[config.mk]
export PLATFORM = sky130hd
export DESIGN_NAME = hashcore_sched
export DESIGN_NICKNAME = d
export VERILOG_FILES = /design/src/rtl/hashcore_pkg.sv /design/src/rtl/sched_result_fifo.sv /design/src/rtl/hashcore_sched.sv
export SDC_FILE = /design/constraint.sdc
export NUM_CORES = 1
export LEC_CHECK = 0
export ABC_CLOCK_PERIOD_IN_PS = 3300
export BUFFER_PORTS_ARGS = -buffer_cell sky130_fd_sc_hd__buf_2
export CORE_MARGIN = 2
export CORE_UTILIZATION = 45
export CTS_CLUSTER_DIAMETER = 200
export DETAILED_ROUTE_END_ITERATION = 8
export MAX_ROUTING_LAYER = met4
export PLACE_DENSITY = 0.71
export SKIP_CTS_REPAIR_TIMING = 1
export SYNTH_ARGS = -nofsm -noshare
export SYNTH_HDL_FRONTEND = slang
export SYNTH_SLANG_ARGS = --single-unit
[constraint.sdc]
create_clock -name hash_clk -period 3.3 [get_ports hash_clk]
set_input_delay 0.99 -clock hash_clk [delete_from_list [all_inputs] [get_ports hash_clk]]
set_output_delay 0.99 -clock hash_clk [all_outputs]
set_load 0.05 [all_outputs]
[src/rtl/hashcore_pkg.sv]
// rtl/hashcore_pkg.sv - shared types for the hashcore work/result scheduler
package hashcore_pkg;

    localparam int JOB_W   = 4;
    localparam int NONCE_W = 32;
    localparam int CORE_W  = 2;

    typedef enum logic [1:0] {
        IDLE   = 2'd0,
        SHIFT  = 2'd1,
        SETTLE = 2'd2,
        RUN    = 2'd3
    } state_t;

    typedef struct packed {
        logic [NONCE_W-1:0] nonce;
        logic [CORE_W-1:0]  core;
        logic [JOB_W-1:0]   job;
    } result_t;

endpackage

[src/rtl/sched_result_fifo.sv]
// rtl/sched_result_fifo.sv - first-word-fall-through FIFO of golden-nonce results
module sched_result_fifo
    import hashcore_pkg::*;
#(
    parameter int DEPTH = 4
) (
    input  logic    clk,
    input  logic    rst_n,
    input  logic    push_i,
    input  result_t din_i,
    output logic    full_o,
    input  logic    pop_i,
    output logic    empty_o,
    output result_t dout_o
);

    localparam int AW = $clog2(DEPTH);

    result_t       mem_q [DEPTH];
    logic [AW-1:0] wr_ptr_q, rd_ptr_q;
    logic [AW:0]   count_q;
    logic          do_push, do_pop;

    assign empty_o = (count_q == '0);
    assign full_o  = (count_q == (AW+1)'(DEPTH));
    assign do_pop  = pop_i && !empty_o;
    // A push into a full FIFO is legal when the head leaves in the same cycle.
    assign do_push = push_i && (!full_o || do_pop);
    assign dout_o  = empty_o ? '0 : mem_q[rd_ptr_q];

    always_ff @(posedge clk) begin
        if (do_push) begin
            mem_q[wr_ptr_q] <= din_i;
        end
    end

    always_ff @(posedge clk or negedge rst_n) begin
        if (!rst_n) begin
            wr_ptr_q <= '0;
            rd_ptr_q <= '0;
            count_q  <= '0;
        end else begin
            if (do_push) begin
                wr_ptr_q <= wr_ptr_q + 1'b1;
            end
            if (do_pop) begin
                rd_ptr_q <= rd_ptr_q + 1'b1;
            end
            if (do_push && !do_pop) begin
                count_q <= count_q + 1'b1;
            end else if (do_pop && !do_push) begin
                count_q <= count_q - 1'b1;
            end
        end
    end

endmodule

[src/rtl/hashcore_sched.sv]
// rtl/hashcore_sched.sv - work broadcast serialiser and golden-nonce result arbiter
module hashcore_sched
    import hashcore_pkg::*;
#(
    parameter int NCORES        = 3,
    parameter int WORK_BITS     = 352,
    parameter int SETTLE_CYCLES = 66,
    parameter int FIFO_DEPTH    = 4
) (
    input  logic                    hash_clk,
    input  logic                    reset_n,
    input  logic [WORK_BITS-1:0]    work_data,
    input  logic                    work_valid,
    output logic                    work_ready,
    output logic                    core_din,
    output logic                    core_shift,
    output logic [3*NCORES-1:0]     core_nonce_msb,
    input  logic [NCORES-1:0]       gn_match,
    input  logic [32*NCORES-1:0]    gn_nonce,
    output logic                    res_valid,
    input  logic                    res_ready,
    output logic [31:0]             res_nonce,
    output logic [1:0]              res_core,
    output logic [3:0]              res_job,
    output logic [3:0]              job_id,
    output logic                    busy,
    output logic                    overflow
);

    localparam int BIT_W = $clog2(WORK_BITS);
    localparam int SET_W = $clog2(SETTLE_CYCLES + 1);

    state_t               state_q;
    logic [WORK_BITS-1:0] shreg_q;
    logic [BIT_W-1:0]     bitcnt_q;
    logic [SET_W-1:0]     settle_q;
    logic                 core_din_q, core_shift_q;
    logic [JOB_W-1:0]     job_q;
    logic                 overflow_q;

    logic [NCORES-1:0]    pend_v_q;
    logic [NONCE_W-1:0]   pend_nonce_q [NCORES];
    logic [JOB_W-1:0]     pend_job_q   [NCORES];
    logic [CORE_W-1:0]    last_q;

    logic                 grant_v;
    logic [CORE_W-1:0]    grant_idx;
    logic                 fifo_full, fifo_empty, pop, push;
    result_t              push_data, head;

    genvar g;
    generate
        for (g = 0; g < NCORES; g++) begin : g_msb
            assign core_nonce_msb[3*g +: 3] = 3'(g);
        end
    endgenerate

    assign work_ready = (state_q == IDLE) || (state_q == RUN);
    assign core_din   = core_din_q;
    assign core_shift = core_shift_q;
    assign job_id     = job_q;
    assign busy       = (state_q != IDLE);
    assign overflow   = overflow_q;

    // core_din is presented one register stage ahead of the shift register so it lines up with core_shift.
    always_ff @(posedge hash_clk or negedge reset_n) begin
        if (!reset_n) begin
            state_q      <= IDLE;
            shreg_q      <= '0;
            bitcnt_q     <= '0;
            settle_q     <= '0;
            core_din_q   <= 1'b0;
            core_shift_q <= 1'b0;
            job_q        <= '0;
        end else begin
            case (state_q)
                IDLE, RUN: begin
                    if (work_valid) begin
                        shreg_q      <= work_data << 1;
                        core_din_q   <= work_data[WORK_BITS-1];
                        core_shift_q <= 1'b1;
                        bitcnt_q     <= '0;
                        job_q        <= job_q + 1'b1;
                        state_q      <= SHIFT;
                    end
                end
                SHIFT: begin
                    if (bitcnt_q == BIT_W'(WORK_BITS - 1)) begin
                        core_shift_q <= 1'b0;
                        core_din_q   <= 1'b0;
                        settle_q     <= SET_W'(SETTLE_CYCLES - 1);
                        state_q      <= SETTLE;
                    end else begin
                        bitcnt_q   <= bitcnt_q + 1'b1;
                        core_din_q <= shreg_q[WORK_BITS-1];
                        shreg_q    <= shreg_q << 1;
                    end
                end
                SETTLE: begin
                    if (settle_q == '0) begin
                        state_q <= RUN;
                    end else begin
                        settle_q <= settle_q - 1'b1;
                    end
                end
                default: state_q <= IDLE;
            endcase
        end
    end

    // Round-robin search starts at the core after the last one granted.
    always_comb begin
        int idx;
        grant_v   = 1'b0;
        grant_idx = '0;
        idx       = 0;
        for (int k = 1; k <= NCORES; k++) begin
            idx = int'(last_q) + k;
            if (idx >= NCORES) begin
                idx = idx - NCORES;
            end
            if (!grant_v && pend_v_q[CORE_W'(idx)]) begin
                grant_v   = 1'b1;
                grant_idx = CORE_W'(idx);
            end
        end
    end

    assign pop       = res_valid && res_ready;
    assign push      = grant_v && (!fifo_full || pop);
    assign push_data = '{nonce: pend_nonce_q[grant_idx], core: grant_idx, job: pend_job_q[grant_idx]};

    always_ff @(posedge hash_clk or negedge reset_n) begin
        if (!reset_n) begin
            pend_v_q   <= '0;
            last_q     <= CORE_W'(NCORES - 1);
            overflow_q <= 1'b0;
            for (int i = 0; i < NCORES; i++) begin
                pend_nonce_q[i] <= '0;
                pend_job_q[i]   <= '0;
            end
        end else begin
            for (int i = 0; i < NCORES; i++) begin
                if ((state_q == RUN) && gn_match[i]) begin
                    if (!pend_v_q[i] || (push && grant_idx == CORE_W'(i))) begin
                        pend_v_q[i]     <= 1'b1;
                        pend_nonce_q[i] <= gn_nonce[32*i +: 32];
                        pend_job_q[i]   <= job_q;
                    end else begin
                        overflow_q <= 1'b1;
                    end
                end else if (push && grant_idx == CORE_W'(i)) begin
                    pend_v_q[i] <= 1'b0;
                end
            end
            if (push) begin
                last_q <= grant_idx;
            end
        end
    end

    sched_result_fifo #(
        .DEPTH (FIFO_DEPTH)
    ) u_fifo (
        .clk     (hash_clk),
        .rst_n   (reset_n),
        .push_i  (push),
        .din_i   (push_data),
        .full_o  (fifo_full),
        .pop_i   (pop),
        .empty_o (fifo_empty),
        .dout_o  (head)
    );

    assign res_valid = !fifo_empty;
    assign res_nonce = head.nonce;
    assign res_core  = head.core;
    assign res_job   = head.job;

endmodule

---- After elaboration in Yosys (flattened, before gate mapping) ----
Memories as Yosys holds them, arrays and structs flattened.
Index checks and enable logic that the tools add are counted.
word-level totals
  memory bits (writable) .................. 152
  latch bits .............................. 0
  input bits .............................. 455
  memories kept ........................... 1
  bits in read-only memories .............. 0
  logic and storage cells ................. 174
  register bits ........................... 497
memory list
  memory        depth  bits a word  read ports  clocked after memory_dff  write ports  line                     text
  u_fifo.mem_q  4      38           1           0                         1            sched_result_fifo.sv:19  result_t mem_q [DEPTH];
cells by class
  add/subtract/negate cells ............... 13
  shifts and indexed selects .............. 0
  mux-type cells .......................... 63
  reduce and logical (&&, ||, !) cells .... 53
  eq/ne operators ......................... 15
  div/mod/pow operators ................... 0
  $lt $le $gt $ge ......................... 7
  $mul .................................... 0
  bitwise gates (word level) .............. 1
operators with widths
  cell                                                               count
  2-to-1 mux 352 bit                                                 2
  case mux 352 bit (2 select lines)                                  1
  binary-select mux 32 bit (select 2 bit)                            1
  2-to-1 mux 32 bit                                                  2
  2-to-1 mux 38 bit                                                  1
  2-to-1 mux 1 bit                                                   30
  2-to-1 mux 2 bit                                                   9
  2-to-1 mux 9 bit                                                   2
  case mux 9 bit (2 select lines)                                    1
  AND reduction 2 bit                                                8
  logical AND 1 bit                                                  14
  2-to-1 mux 7 bit                                                   2
  case mux 7 bit (2 select lines)                                    1
  nonzero test 2 bit                                                 7
  < comparator 2 x 4 -> 1 bit, second input constant                 3
  AND reduction 3 bit                                                4
  != test 2 bit, second input constant                               5
  adder 9 x 1 -> 9 bit, second input constant                        1
  == test 9 bit, second input constant                               1
  greater-or-equal comparator 3 x 2 -> 1 bit, second input constant  3
  zero test 1 bit                                                    9
  binary-select mux 4 bit (select 2 bit)                             1
  2-to-1 mux 4 bit                                                   2
  zero test 7 bit                                                    1
  22 further kinds                                                   41

---- Logic depth before layout (Yosys ltp) ----
  depth after elaboration ................. 22
  depth in mapped cells ................... 13
  depth with buffers taken out ............ 11

---- Cells and area by module ----
A second synthesis with hierarchy kept.
second synthesis, totals
  cell total of the unflattened synthesis .. 2,379
  area total of the unflattened synthesis .. 28,845.2 sq um
by module, submodules not included
  module             times used  cells each  seq. area each (sq um)  area each (sq um)
  hashcore_sched     1           2,102       12,238.0                22,640.5
  sched_result_fifo  1           277         4,739.5                 6,204.7

---- Worst setup path after synthesis ----
OpenSTA, ideal clock, no wires.
  path type ............................... reg2reg
  start point ............................. reg last_q[1]
  end point ............................... mem u_fifo.mem_q[0][0] in the netlist's numbering, enable pin
  period minus slack after synthesis ...... 3,052 ps
  arrival ................................. 2,654 ps
  path buffers ............................ 2
  data required time ...................... 2,901 ps
  setup time .............................. 399 ps
  cell stages (with the launch flop) ...... 9
  slack ................................... 248 ps
  cell sequence ........................... dfstp_2 inv_1 ha_1 buf_4 mux2i_1 a32oi_1 a31oi_1 clkbuf_1 and2_1
on the way
  word-level cells in the longest chain between the ends .. 17
  elaborated cells between the ends (all ways) .. 32
RTL lines
  what                                                                            line                                          text
  start, declared                                                                 hashcore_sched.sv:44                          logic [CORE_W-1:0] last_q;
  start signal, assigned                                                          hashcore_sched.sv:136                         last_q <= CORE_W'(NCORES - 1);
  start signal, assigned                                                          hashcore_sched.sv:157                         last_q <= grant_idx;
  adder 2 x 1 -> 3 bit                                                            hashcore_sched.sv:118                         idx = int'(last_q) + k;
  greater-or-equal comparator 3 x 2 -> 1 bit or subtractor 2 bit (tied branches)  hashcore_sched.sv:119, hashcore_sched.sv:120
  2-to-1 mux 2 bit                                                                hashcore_sched.sv:119                         if (idx >= NCORES) begin
  binary-select mux 1 bit (select 2 bit)                                          hashcore_sched.sv:122                         if (!grant_v && pend_v_q[CORE_W'(idx)]) begin
  2-to-1 mux 1 bit (not written as such) (2 in series)                            hashcore_sched.sv:122
  2-to-1 mux 1 bit                                                                hashcore_sched.sv:122
  zero test 1 bit                                                                 hashcore_sched.sv:122
  logical AND 1 bit                                                               hashcore_sched.sv:122
  2-to-1 mux 1 bit                                                                hashcore_sched.sv:122
  zero test 1 bit                                                                 hashcore_sched.sv:122
  logical AND 1 bit                                                               hashcore_sched.sv:122
  2-to-1 mux 1 bit (*)                                                            hashcore_sched.sv:122
  logical AND 1 bit (*)                                                           hashcore_sched.sv:130                         assign push = grant_v && (!fifo_full || pop);
  logical AND 1 bit (*)                                                           sched_result_fifo.sv:28                       assign do_push = push_i && (!full_o || do_pop);
  net u_fifo.do_push                                                              sched_result_fifo.sv:22                       logic do_push, do_pop;
  2-to-1 mux 1 bit (*)                                                            sched_result_fifo.sv:32                       if (do_push) begin
  2-to-1 mux 1 bit (not written as such) (*)                                      sched_result_fifo.sv:33                       mem_q[wr_ptr_q] <= din_i;
  end, declared                                                                   sched_result_fifo.sv:19
Mark *: on every way through the listed nets, which the timed path passes. The rest lies on a longest branch. The select of a mux whose other input is x is not followed.

---- Final worst setup path ----
  start point ............................. reg u_fifo.rd_ptr_q[0]
  end point ............................... out res_nonce[16]
on the way
  word-level cells in the longest chain between the ends .. 2
RTL lines
  what                      line                     text
  start, declared           sched_result_fifo.sv:20  logic [AW-1:0] wr_ptr_q, rd_ptr_q;
  start signal, assigned    sched_result_fifo.sv:47  rd_ptr_q <= rd_ptr_q + 1'b1;
  memory read (4 x 38 bit)  n/a
  2-to-1 mux 38 bit         sched_result_fifo.sv:29  assign dout_o = empty_o ? '0 : mem_q[rd_ptr_q];
  end, declared             hashcore_sched.sv:22     output logic [31:0] res_nonce,
No other way between the ends.

==> results.yml <==
status:
  status: "finished clean"
cells_and_area:
  instances_no_fill: 3776
  layout_common_cells: "499 x buf_2, 493 x dfrtp_1, 442 x nand2_1, 365 x o21ai_0, 352 x mux2i_1"
  layout_commonest_cell: "buf_2"
  layout-drive-gt1-share_pct: 29.3
  syn_to_final_growth_pct: 21.8
  fin_nets: 3305
  seq_area_sq_um: 17000
  fill_cells: 5210
  multiInputGateArea_sq_um: 10900
setup_path:
  critPathMaxStageDelay_ns: 0.50
  critPathRequiredTime_ns: 2.31
  crit_fanout: 9
  path_cells: "buf_12, clkbuf_16, mux4_2, and2_1, buf_2"
  startpoint_type: "flip-flop"
  path_class: "reg -> out"
  cp-end-kind: "output pin"
  crit_slowest_cell: "mux4_2"
  cp.arrival_ns: 2.28
sta:
  relSlewSlack_pct: 27.3
  rsz0062_at_grt: "true"
  hold_viol: 0
  setup_viol: 0
  tightestPinTransition_ns: 1.09
  period_share_pct: 99.0
  fmaxAchievable_mhz: 306
  setup_ws_ns: 0.0334
  fin_setup_tns_ns: 0
  clock_skew_ns: 0.0292
  whs_ns: 0.331
  period_needed_ns: 3.27
  slew_viol_final: 0
power_and_ir_drop:
  pwr_density_cell_nw_per_um2: 1260
  p_int_uw: 26100
  leakage_uw: 0.0153
  p_clk_share_pct: 18.4
  combinationalPowerShare_pct: 45.6
  seqPwrFrac_pct: 36.0
  switching_share_pct: 40.6
  p_sw_uw: 17800
  ir_worst_vdd_uv: 755
synthesis:
  syn_avg_cell_area_sq_um: 12.1
  syn_inst: 2352
  synth_edf_count: 152
  ys_seq_elements: 648
  async_flop_share_pct: 76.5
  synth.distinct_cells: 59
  synth-main-ff-cell: "dfrtp_1"
  yosysWarnings: 0
  yosysSeqAreaShare_pct: 59.4
  syn-cell-area_sq_um: 28600
placed_design:
  place_ws_ns: -0.123
  port_buffers: 502
  hpwl_microns: 51800
  gp_congestion: 0.874
  place_inst: 3597
floorplanning:
  core_area_sq_um: 63000
  ios: 512
  row_count: 92
  dieHeight_microns: 256
  start_util_pct: 45.4
  die_area_sq_um: 65500
  dieWidth_microns: 256
cts:
  cts_inserted_buffers: 70
  cts_tree: "yes"
  clkLatencyLatePin_ns: 0.61
  clock-root-buffer: "clkbuf_16"
  path_clk_slew_ns: 0.06
  cts_htree_levels: 3
  clockBufferDepth: 3
  clock_sinks: 648
routing:
  totalWireLength_microns: 74100
  drc: 0
  drt-vias-per-instance: 5.24
  via_count: 19800
  wire_per_inst_microns: 19.6
  drt_iter0_markers: 1283
  drt_pre_antenna_iters: 5
  ant_nets: 0
global_route:
  grt_pass1_wl_microns: 115000
  antenna_found_initial: 44
  grt_usage_pct: 23.0
  grt_max_degree: 142
  grt_pass1_vias: 20600
  grt.overflow.total: 0
min_path:
  worstHoldPathType: "in -> async"
flow_run:
  max_cap_viol_count: 0
[final cells by class]
type	count	share of cell area, %
flip-flops and latches	648	48.8
inverters	19	0.205
repair buffers	566	9.55
well taps	846	3.04
clock inverters	33	1.06
clock buffers	93	5.78
diodes	45	0.324
multi-input cells	1526	31.2
[worst paths after layout]
kind,startpoint,endpoint,slack (ns),cells after the start
min in group hash_clk,shreg_q[188],shreg_q[188],0.48,2
min reg2reg,shreg_q[188],shreg_q[188],0.48,2
max,u_fifo.rd_ptr_q[0],res_nonce[16],0.03,5
max reg2reg,last_q[1],pend_nonce_q[11],0.20,10
min,reset_n,shreg_q[295],0.33,1
max in group asynchronous,reset_n,shreg_q[39],2.05,2
[state kept, by name, summed over array words and instances, names as in the netlist, 3 cells and up]
signal	cells
bitcnt_q	9
job_id	4
pend_job_q	12
pend_nonce_q	96
pend_v_q	3
settle_q	7
shreg_q	351
u_fifo.count_q	3
u_fifo.mem_q	152
[power by group through the flow]
stage               Combinational [uW]  Sequential, uW  Clock [uW]
floorplan                        14900           15300           0
global placement                 18900           15700           0
detailed placement               19900           15900           0
CTS                              19900           15900        8250
global route                     22200           16300        8550
finish                           20000           15800        8100
[kinds of logic after synthesis]
family,after synthesis,synth area share [%]
buffers and inverters,186,2.89
DFF,648,59.4
muxes,503,20.2
AOI/OAI and AO/OA,437,8.30
other,2,0.0263
adders and majority gates,19,0.858
xor gates and xnor gates,17,0.521
and+or+nand+nor,540,7.82
[Yosys cell counts (2+ instances only)]
cell	number	area [sq um]
xor2_1	9	78.8
dfrtp_1	495	12400
buf_6	4	45.0
nand4_1	4	25.0
nand2b_1	4	25.0
xnor2_1	8	70.1
mux2i_1	352	3520
a21oi_1	9	45.0
mux2_4	30	450
a41oi_1	2	17.5
mux2_1	2	22.5
nand2_1	442	1660
buf_4	13	97.6
nand3_1	8	40.0
a21o_1	3	22.5
nor2b_1	3	18.8
a32oi_1	2	17.5
and2_1	44	275
buf_1	7	26.3
nor2_1	16	60.1
a222oi_1	2	20.0
or4_1	2	15.0
or3_1	3	18.8
edfxtp_1	152	4560
mux2_2	81	912
o211ai_1	2	15.0
inv_1	19	71.3
conb_1	2	7.51
nor3_1	5	25.0
a22oi_1	37	278
o21ai_0	365	1830
buf_2	38	190
mux4_2	38	856
clkbuf_1	105	394
a22o_1	3	26.3
ha_1	18	225
[worst max-delay path: cells and delay by family, from the launching register on]
family / cells / cell delay (ns)
multiplexers: 1 / 0.50
flip-flops: 1 / 0.42
buffers and inverters: 3 / 0.55
AND/OR/NAND/NOR: 1 / 0.19
[metrics by stage]
| step | total power (uW) | utilization (%) | cell area [sq um] |
|---|---|---|---|
| 3_5_place_dp | 35800 | 51.1 | 32200 |
| 6_report | 44000 | 55.3 | 34800 |
| 4_1_cts | 44000 | 54.9 | 34500 |
| 5_1_grt | 47000 | 55.3 | 34800 |
| 3_3_place_gp | 34600 | 51.1 | 32200 |
| 2_1_floorplan | 30100 | - | 28600 |
[per-layer routing]
metal	wire (microns)	global-route usage, %	vias to the layer above
li1	-	-	9314
met1	29800	27.6	9735
met2	37100	38.0	603
met3	5230	5.83	128
met4	2030	7.36	0
met5	0	-	-
Note: power is estimated with default switching activity, not from simulation.
